## config.mk

```make
export PLATFORM = sky130hd
export DESIGN_NAME = cpu_sequencer
export DESIGN_NICKNAME = d
export VERILOG_FILES = /design/src/rtl/cpu_pkg.sv /design/src/rtl/alu8.sv /design/src/rtl/cpu_sequencer.sv
export SDC_FILE = /design/constraint.sdc
export NUM_CORES = 1
export LEC_CHECK = 0
export ABC_AREA = 1
export CORE_MARGIN = 4
export CORE_UTILIZATION = 45
export CTS_CLUSTER_SIZE = 10
export DETAILED_ROUTE_END_ITERATION = 6
export PLACE_DENSITY = 0.71
export SYNTH_ARGS = -nofsm -noshare
export SYNTH_HDL_FRONTEND = slang
export SYNTH_SLANG_ARGS = --single-unit
```

## constraint.sdc

```tcl
create_clock -name clk -period 6.98 [get_ports clk]
set_input_delay 0.698 -clock clk [delete_from_list [all_inputs] [get_ports clk]]
set_output_delay 0.698 -clock clk [all_outputs]
set_load 0.03 [all_outputs]
```

## src/rtl/cpu_pkg.sv

```systemverilog
// rtl/cpu_pkg.sv - opcode and sequencer state encodings shared by the eight-bit computer
package cpu_pkg;

    localparam logic [2:0] OP_LDI = 3'b000;
    localparam logic [2:0] OP_MOV = 3'b001;
    localparam logic [2:0] OP_ADD = 3'b010;
    localparam logic [2:0] OP_SUB = 3'b011;
    localparam logic [2:0] OP_JMP = 3'b100;
    localparam logic [2:0] OP_JZ  = 3'b101;
    localparam logic [2:0] OP_OUT = 3'b110;
    localparam logic [2:0] OP_HLT = 3'b111;

    typedef enum logic [3:0] {
        S_IDLE     = 4'd0,
        S_FETCH    = 4'd1,
        S_DECODE   = 4'd2,
        S_RDA      = 4'd3,
        S_RDB      = 4'd4,
        S_WB       = 4'd5,
        S_FETCH_OP = 4'd6,
        S_OUT      = 4'd7,
        S_HALT     = 4'd8
    } state_t;

endpackage

```

## src/rtl/alu8.sv

```systemverilog
// rtl/alu8.sv - combinational 8-bit add/subtract with carry/borrow and zero outputs
module alu8 (
    input  logic [7:0] i_a,
    input  logic [7:0] i_b,
    input  logic       i_sub,
    output logic [7:0] o_result,
    output logic       o_c,
    output logic       o_z
);

    logic [8:0] w_sum;

    // Bit 8 of the 9-bit difference is the borrow, set exactly when a < b.
    always_comb begin
        if (i_sub) begin
            w_sum = {1'b0, i_a} - {1'b0, i_b};
        end else begin
            w_sum = {1'b0, i_a} + {1'b0, i_b};
        end
    end

    assign o_result = w_sum[7:0];
    assign o_c      = w_sum[8];
    assign o_z      = (w_sum[7:0] == 8'h00);

endmodule

```

## src/rtl/cpu_sequencer.sv

```systemverilog
// rtl/cpu_sequencer.sv - multi-cycle fetch/decode/execute controller for the eight-bit computer
module cpu_sequencer
    import cpu_pkg::*;
#(
    parameter logic [7:0] RESET_PC = 8'h00
) (
    input  logic       clk,
    input  logic       reset,
    output logic       o_imem_req,
    output logic [7:0] o_imem_addr,
    input  logic       i_imem_ack,
    input  logic [7:0] i_imem_rdata,
    output logic       o_rf_we,
    output logic       o_rf_waddr,
    output logic [7:0] o_rf_wdata,
    output logic       o_rf_rsel,
    input  logic [7:0] i_rf_rdata,
    output logic       o_out_valid,
    input  logic       i_out_ready,
    output logic [7:0] o_out_data,
    output logic       o_halted,
    output logic       o_flag_z,
    output logic       o_flag_c
);

    state_t     r_state;
    state_t     w_next;
    logic [7:0] r_pc;
    logic [7:0] r_ir;
    logic [7:0] r_a;
    logic [7:0] r_b;
    logic       r_z;
    logic       r_c;
    logic [2:0] w_op;
    logic [7:0] w_alu_result;
    logic       w_alu_c;
    logic       w_alu_z;
    logic       w_is_alu;

    assign w_op     = r_ir[7:5];
    assign w_is_alu = (w_op == OP_ADD) || (w_op == OP_SUB);

    alu8 u_alu (
        .i_a      (r_a),
        .i_b      (r_b),
        .i_sub    (r_ir[5]),
        .o_result (w_alu_result),
        .o_c      (w_alu_c),
        .o_z      (w_alu_z)
    );

    always_ff @(posedge clk or posedge reset) begin
        if (reset) begin
            r_state <= S_IDLE;
            r_pc    <= RESET_PC;
            r_ir    <= 8'h00;
            r_a     <= 8'h00;
            r_b     <= 8'h00;
            r_z     <= 1'b0;
            r_c     <= 1'b0;
        end else begin
            r_state <= w_next;
            case (r_state)
                S_FETCH: if (i_imem_ack) begin
                    r_ir <= i_imem_rdata;
                    r_pc <= r_pc + 8'd1;
                end
                S_RDA: r_a <= i_rf_rdata;
                S_RDB: r_b <= i_rf_rdata;
                S_WB: if (w_is_alu) begin
                    r_z <= w_alu_z;
                    r_c <= w_alu_c;
                end
                // A taken jump replaces the operand-fetch increment.
                S_FETCH_OP: if (i_imem_ack) begin
                    if (w_op == OP_JMP || (w_op == OP_JZ && r_z)) begin
                        r_pc <= i_imem_rdata;
                    end else begin
                        r_pc <= r_pc + 8'd1;
                    end
                end
                default: ;
            endcase
        end
    end

    always_comb begin
        w_next      = r_state;
        o_imem_req  = 1'b0;
        o_imem_addr = 8'h00;
        o_rf_we     = 1'b0;
        o_rf_waddr  = 1'b0;
        o_rf_wdata  = 8'h00;
        o_rf_rsel   = 1'b0;
        o_out_valid = 1'b0;
        o_out_data  = 8'h00;
        o_halted    = 1'b0;
        case (r_state)
            S_IDLE: w_next = S_FETCH;
            S_FETCH: begin
                o_imem_req  = 1'b1;
                o_imem_addr = r_pc;
                if (i_imem_ack) w_next = S_DECODE;
            end
            S_DECODE: begin
                case (w_op)
                    OP_LDI:                         w_next = S_WB;
                    OP_MOV, OP_ADD, OP_SUB, OP_OUT: w_next = S_RDA;
                    OP_JMP, OP_JZ:                  w_next = S_FETCH_OP;
                    default:                        w_next = S_HALT;
                endcase
            end
            S_RDA: begin
                case (w_op)
                    OP_MOV: begin o_rf_rsel = r_ir[3]; w_next = S_WB;  end
                    OP_OUT: begin o_rf_rsel = r_ir[4]; w_next = S_OUT; end
                    OP_ADD, OP_SUB: w_next = S_RDB;
                    default:        w_next = S_FETCH;
                endcase
            end
            S_RDB: begin
                o_rf_rsel = 1'b1;
                w_next    = S_WB;
            end
            S_WB: begin
                o_rf_we    = 1'b1;
                o_rf_waddr = r_ir[4];
                case (w_op)
                    OP_LDI:         o_rf_wdata = {4'b0000, r_ir[3:0]};
                    OP_MOV:         o_rf_wdata = r_a;
                    OP_ADD, OP_SUB: o_rf_wdata = w_alu_result;
                    default:        o_rf_wdata = 8'h00;
                endcase
                w_next = S_FETCH;
            end
            S_FETCH_OP: begin
                o_imem_req  = 1'b1;
                o_imem_addr = r_pc;
                if (i_imem_ack) w_next = S_FETCH;
            end
            S_OUT: begin
                o_out_valid = 1'b1;
                o_out_data  = r_a;
                if (i_out_ready) w_next = S_FETCH;
            end
            S_HALT: o_halted = 1'b1;
            default: w_next = S_IDLE;
        endcase
    end

    assign o_flag_z = r_z;
    assign o_flag_c = r_c;

endmodule

```

==> impl_metrics.csv <==
group,metric,value,unit
run_status,status,"completed",
placement,pre_cts_slack,3.374,ns
synthesis,synthArstFlopShare,100.0,%
setup_path,cp-start-kind,"flop",
synthesis,synth_fp_nets,434,
timing,timing.final.ws_setup,3.047,ns
finish,nNetsFinal,487,
clock_network,cts_tree,"yes",
finish,final_common_cell,"nand2_1",
synthesis,synth_top_family_by_area,"simple AND/OR/NAND/NOR gates",
setup_path,cp-end-kind,"primary output",
global_route,grt_max_degree,39,
clock_network,clk_path_buf_depth,2,
global_route,grt_pass1_vias,2535,
setup_path,critPathRequiredTime,6.28,ns
timing,slew_headroom,47.17,%
timing,fin_setup_tns,0,ns
clock_network,htreeDepth,2,
route,drtAntennaViolNets,0,
setup_path,crit_fanout,9,
clock_network,clk-insertion-delay-late,0.29,ns
finish,layout-drive-gt1-share,7.002,%
synthesis,synth-edff-count,0,
synthesis,synth-xor-area-share,3.179,%
placement,dp_cells,524,
pwr,ir_drop,235.7,uV
finish,stdcell_count,532,
global_route,grt_usage,20.20,%
setup_path,cp_cell_sequence,"inv_1 > o31ai_1 > o21ai_0 > xor2_1 > inv_1 > ha_1 > nand2_1 > inv_1 > a21oi_1 > nand2_1 > nand2_1 > nand3_1 > a21oi_1 > clkdlybuf4s50_1",
synthesis,ys_types,36,
floorplan,io_pins,52,
timing,finalCritPeriodShare,56.35,%
setup_path,regToRegStartpoint,"r_ir[5]",
timing,slew_violations,0,
pwr,power.density,535.0,nW/um2
timing,finalSetupViolCount,0,
job,drv_cap,0,
synthesis,seq_area_frac_synth,34.51,%
synthesis,synth_compound_area_share,11.76,%
synthesis,yosys.area_share.simple,32.24,%
synthesis,muxShareOfSynthArea,1.635,%
synthesis,ys_seq_elements,38,
clock_network,cts_buffers,5,
timing,worst_slew_pin_slew,0.7896,ns
clock_network,cts_resized,0,
synthesis,synth_area_per_cell,6.837,um2
clock_network,post_cts_buffers,0,
placement,numPortBuffers,51,
floorplan,row_count,28,
finish,area_growth,24.07,%
setup_path,cp-endpoint,"o_rf_wdata[7]",
route,wl,6942,um
setup_path,critPathKind,"reg2out",
floorplan,die_area,7438,um2
timing,clock.fmax,254.2,MHz
pwr,p_leak,1.716,nW
setup_path,cpPeakStageDelay,0.68,ns
timing,hold_viol_final,0,
route,avgViaCountPerCell,4.979,
synthesis,synth_flop_cell,"dfrtp_1",
global_route,grt_antenna_before_repair,0,
global_route,grt_pass1_wl,11970,um
route,routedWlPerCell,13.05,um
floorplan,die_y,86.25,um
finish,final_cell_mix,"nand2_1 (110), inv_1 (67), clkdlybuf4s50_1 (51)",
clock_network,cts_root_buffer,"clkbuf_8",
setup_path,startpoint,"r_ir[5]",
setup_path,critPathSlowestCell,"clkdlybuf4s50_1",
route,num_vias,2649,
floorplan,core_area,5921,um2
synthesis,ys_warn_count,0,
synthesis,synthCells,403,
setup_path,reg2reg_depth,15,
timing,rsz0062_at_grt,"false",
hold_path,hold_class,"reg2reg",
synthesis,synth_area,2755,um2
global_route,gr-total-overflow,0,
route,dr.pass1.iters,4,
timing,period_minus_slack,3.933,ns
floorplan,die_x,86.25,um
route,drt_iter0_drc,157,
synthesis,synthAdderAreaFrac,5.268,%
placement,gp_congestion,0.9077,
route,drcViolationCount,0,
setup_path,reg2reg_to,"o_flag_z",
clock_network,clkSinkCount,38,
clock_network,clk_pin_slew,0.08,ns
clock_network,holdBufCountCts,0,
floorplan,start_util,46.53,%
placement,post-dp-hpwl,5353,um
setup_path,arrival,3.24,ns
timing,finClkSkew,0.004600,ns
finish,n_antenna_cell,0,
setup_path,rrSetupSlack,4.63,ns
==> report_power, final <==
group,switching [mW],internal [mW]
Sequential,0.0946,0.324
Clock,0.0817,0.0794
Combinational,0.787,0.462
==> worst min-delay path by stage <==
| stage | start | to | slack (ns) | cells past startpoint |
|---|---|---|---|---|
| after floorplan | r_ir[0] | r_ir[0] | 0.46 | 1 |
| after global placement | o_flag_c | o_flag_c | 0.48 | 2 |
| after detailed placement | o_flag_c | o_flag_c | 0.47 | 2 |
| after CTS | o_flag_c | o_flag_c | 0.49 | 2 |
| after global routing | o_flag_c | o_flag_c | 0.52 | 2 |
| final | o_flag_c | o_flag_c | 0.49 | 2 |
==> layer usage <==
layer	wire length, um	track usage (%)	up-vias
met1	3478	29.23	1207
met4	91	6.091	0
li1	-	-	1374
met5	0	0	-
met2	3078	31.18	58
met3	293	3.137	10
==> sequential cells by signal (all words and copies together) (netlist names) <==
register  cells
o_flag_c      1
o_flag_z      1
r_a           8
r_b           8
r_ir          8
r_pc          8
r_state       4
==> cells in the mapped netlist (2+ instances only) <==
| cell type | number | area [um2] |
|---|---|---|
| a21oi_1 | 11 | 55.05 |
| a31oi_1 | 3 | 18.77 |
| buf_2 | 2 | 10.01 |
| buf_4 | 2 | 15.01 |
| buf_6 | 2 | 22.52 |
| dfrtp_1 | 38 | 950.9 |
| ha_1 | 10 | 125.1 |
| inv_1 | 67 | 251.5 |
| inv_2 | 3 | 11.26 |
| mux2_2 | 3 | 33.78 |
| nand2_1 | 110 | 412.9 |
| nand2_2 | 2 | 12.51 |
| nand2_4 | 2 | 22.52 |
| nand3_1 | 33 | 165.2 |
| nor2_1 | 42 | 157.7 |
| nor2_2 | 4 | 25.02 |
| nor2_4 | 3 | 33.78 |
| nor3_1 | 2 | 10.01 |
| o211ai_1 | 2 | 15.01 |
| o21ai_0 | 27 | 135.1 |
| o21ai_1 | 6 | 30.03 |
| o22ai_1 | 4 | 25.02 |
| o311ai_0 | 2 | 17.52 |
| or2_2 | 3 | 18.77 |
| xnor2_1 | 3 | 26.28 |
| xor2_1 | 7 | 61.31 |
==> cell type report <==
cell class | instances | area (um2)
Fill cell | 575 | 2502
Multi-Input combinational cell | 288 | 1490
Sequential cell | 38 | 950.9
Timing Repair Buffer | 53 | 525.5
Inverter | 70 | 262.8
Tap cell | 75 | 93.84
Clock buffer | 6 | 82.58
Clock inverter | 2 | 12.51
==> logic make-up (layout without fill, tap and decap cells) <==
| family | Yosys count | count (layout) |
|---|---|---|
| compound gates | 58 | 58 |
| xor+xnor | 10 | 10 |
| fa+ha+maj | 11 | 11 |
| buf+inv | 77 | 131 |
| flops | 38 | 38 |
| mux | 4 | 4 |
| simple gates | 205 | 205 |
==> worst max-delay path: cells and delay by family, from the launching register on <==
| kind | cells | cell delay [ns] |
|---|---|---|
| DFF | 1 | 0.46 |
| AOI/OAI and AO/OA | 4 | 0.68 |
| buffers and inverters | 4 | 0.95 |
| adders and majority gates | 1 | 0.34 |
| xor gates and xnor gates | 1 | 0.16 |
| and+or+nand+nor | 4 | 0.33 |
==> per-stage QoR <==
step | hold WS (ns) | utilization (%) | area [um2] | power, mW
global placement | 0.4755 | 56.13 | 3323 | 1.641
floorplan | 0.4585 | - | 2755 | 1.362
detailed placement | 0.4710 | 56.13 | 3323 | 1.657
global route | 0.5181 | 57.73 | 3418 | 2.034
CTS | 0.4921 | 57.73 | 3418 | 1.829
finish | 0.4917 | 57.73 | 3418 | 1.829
No activity file was read; power rests on OpenSTA's default activity.
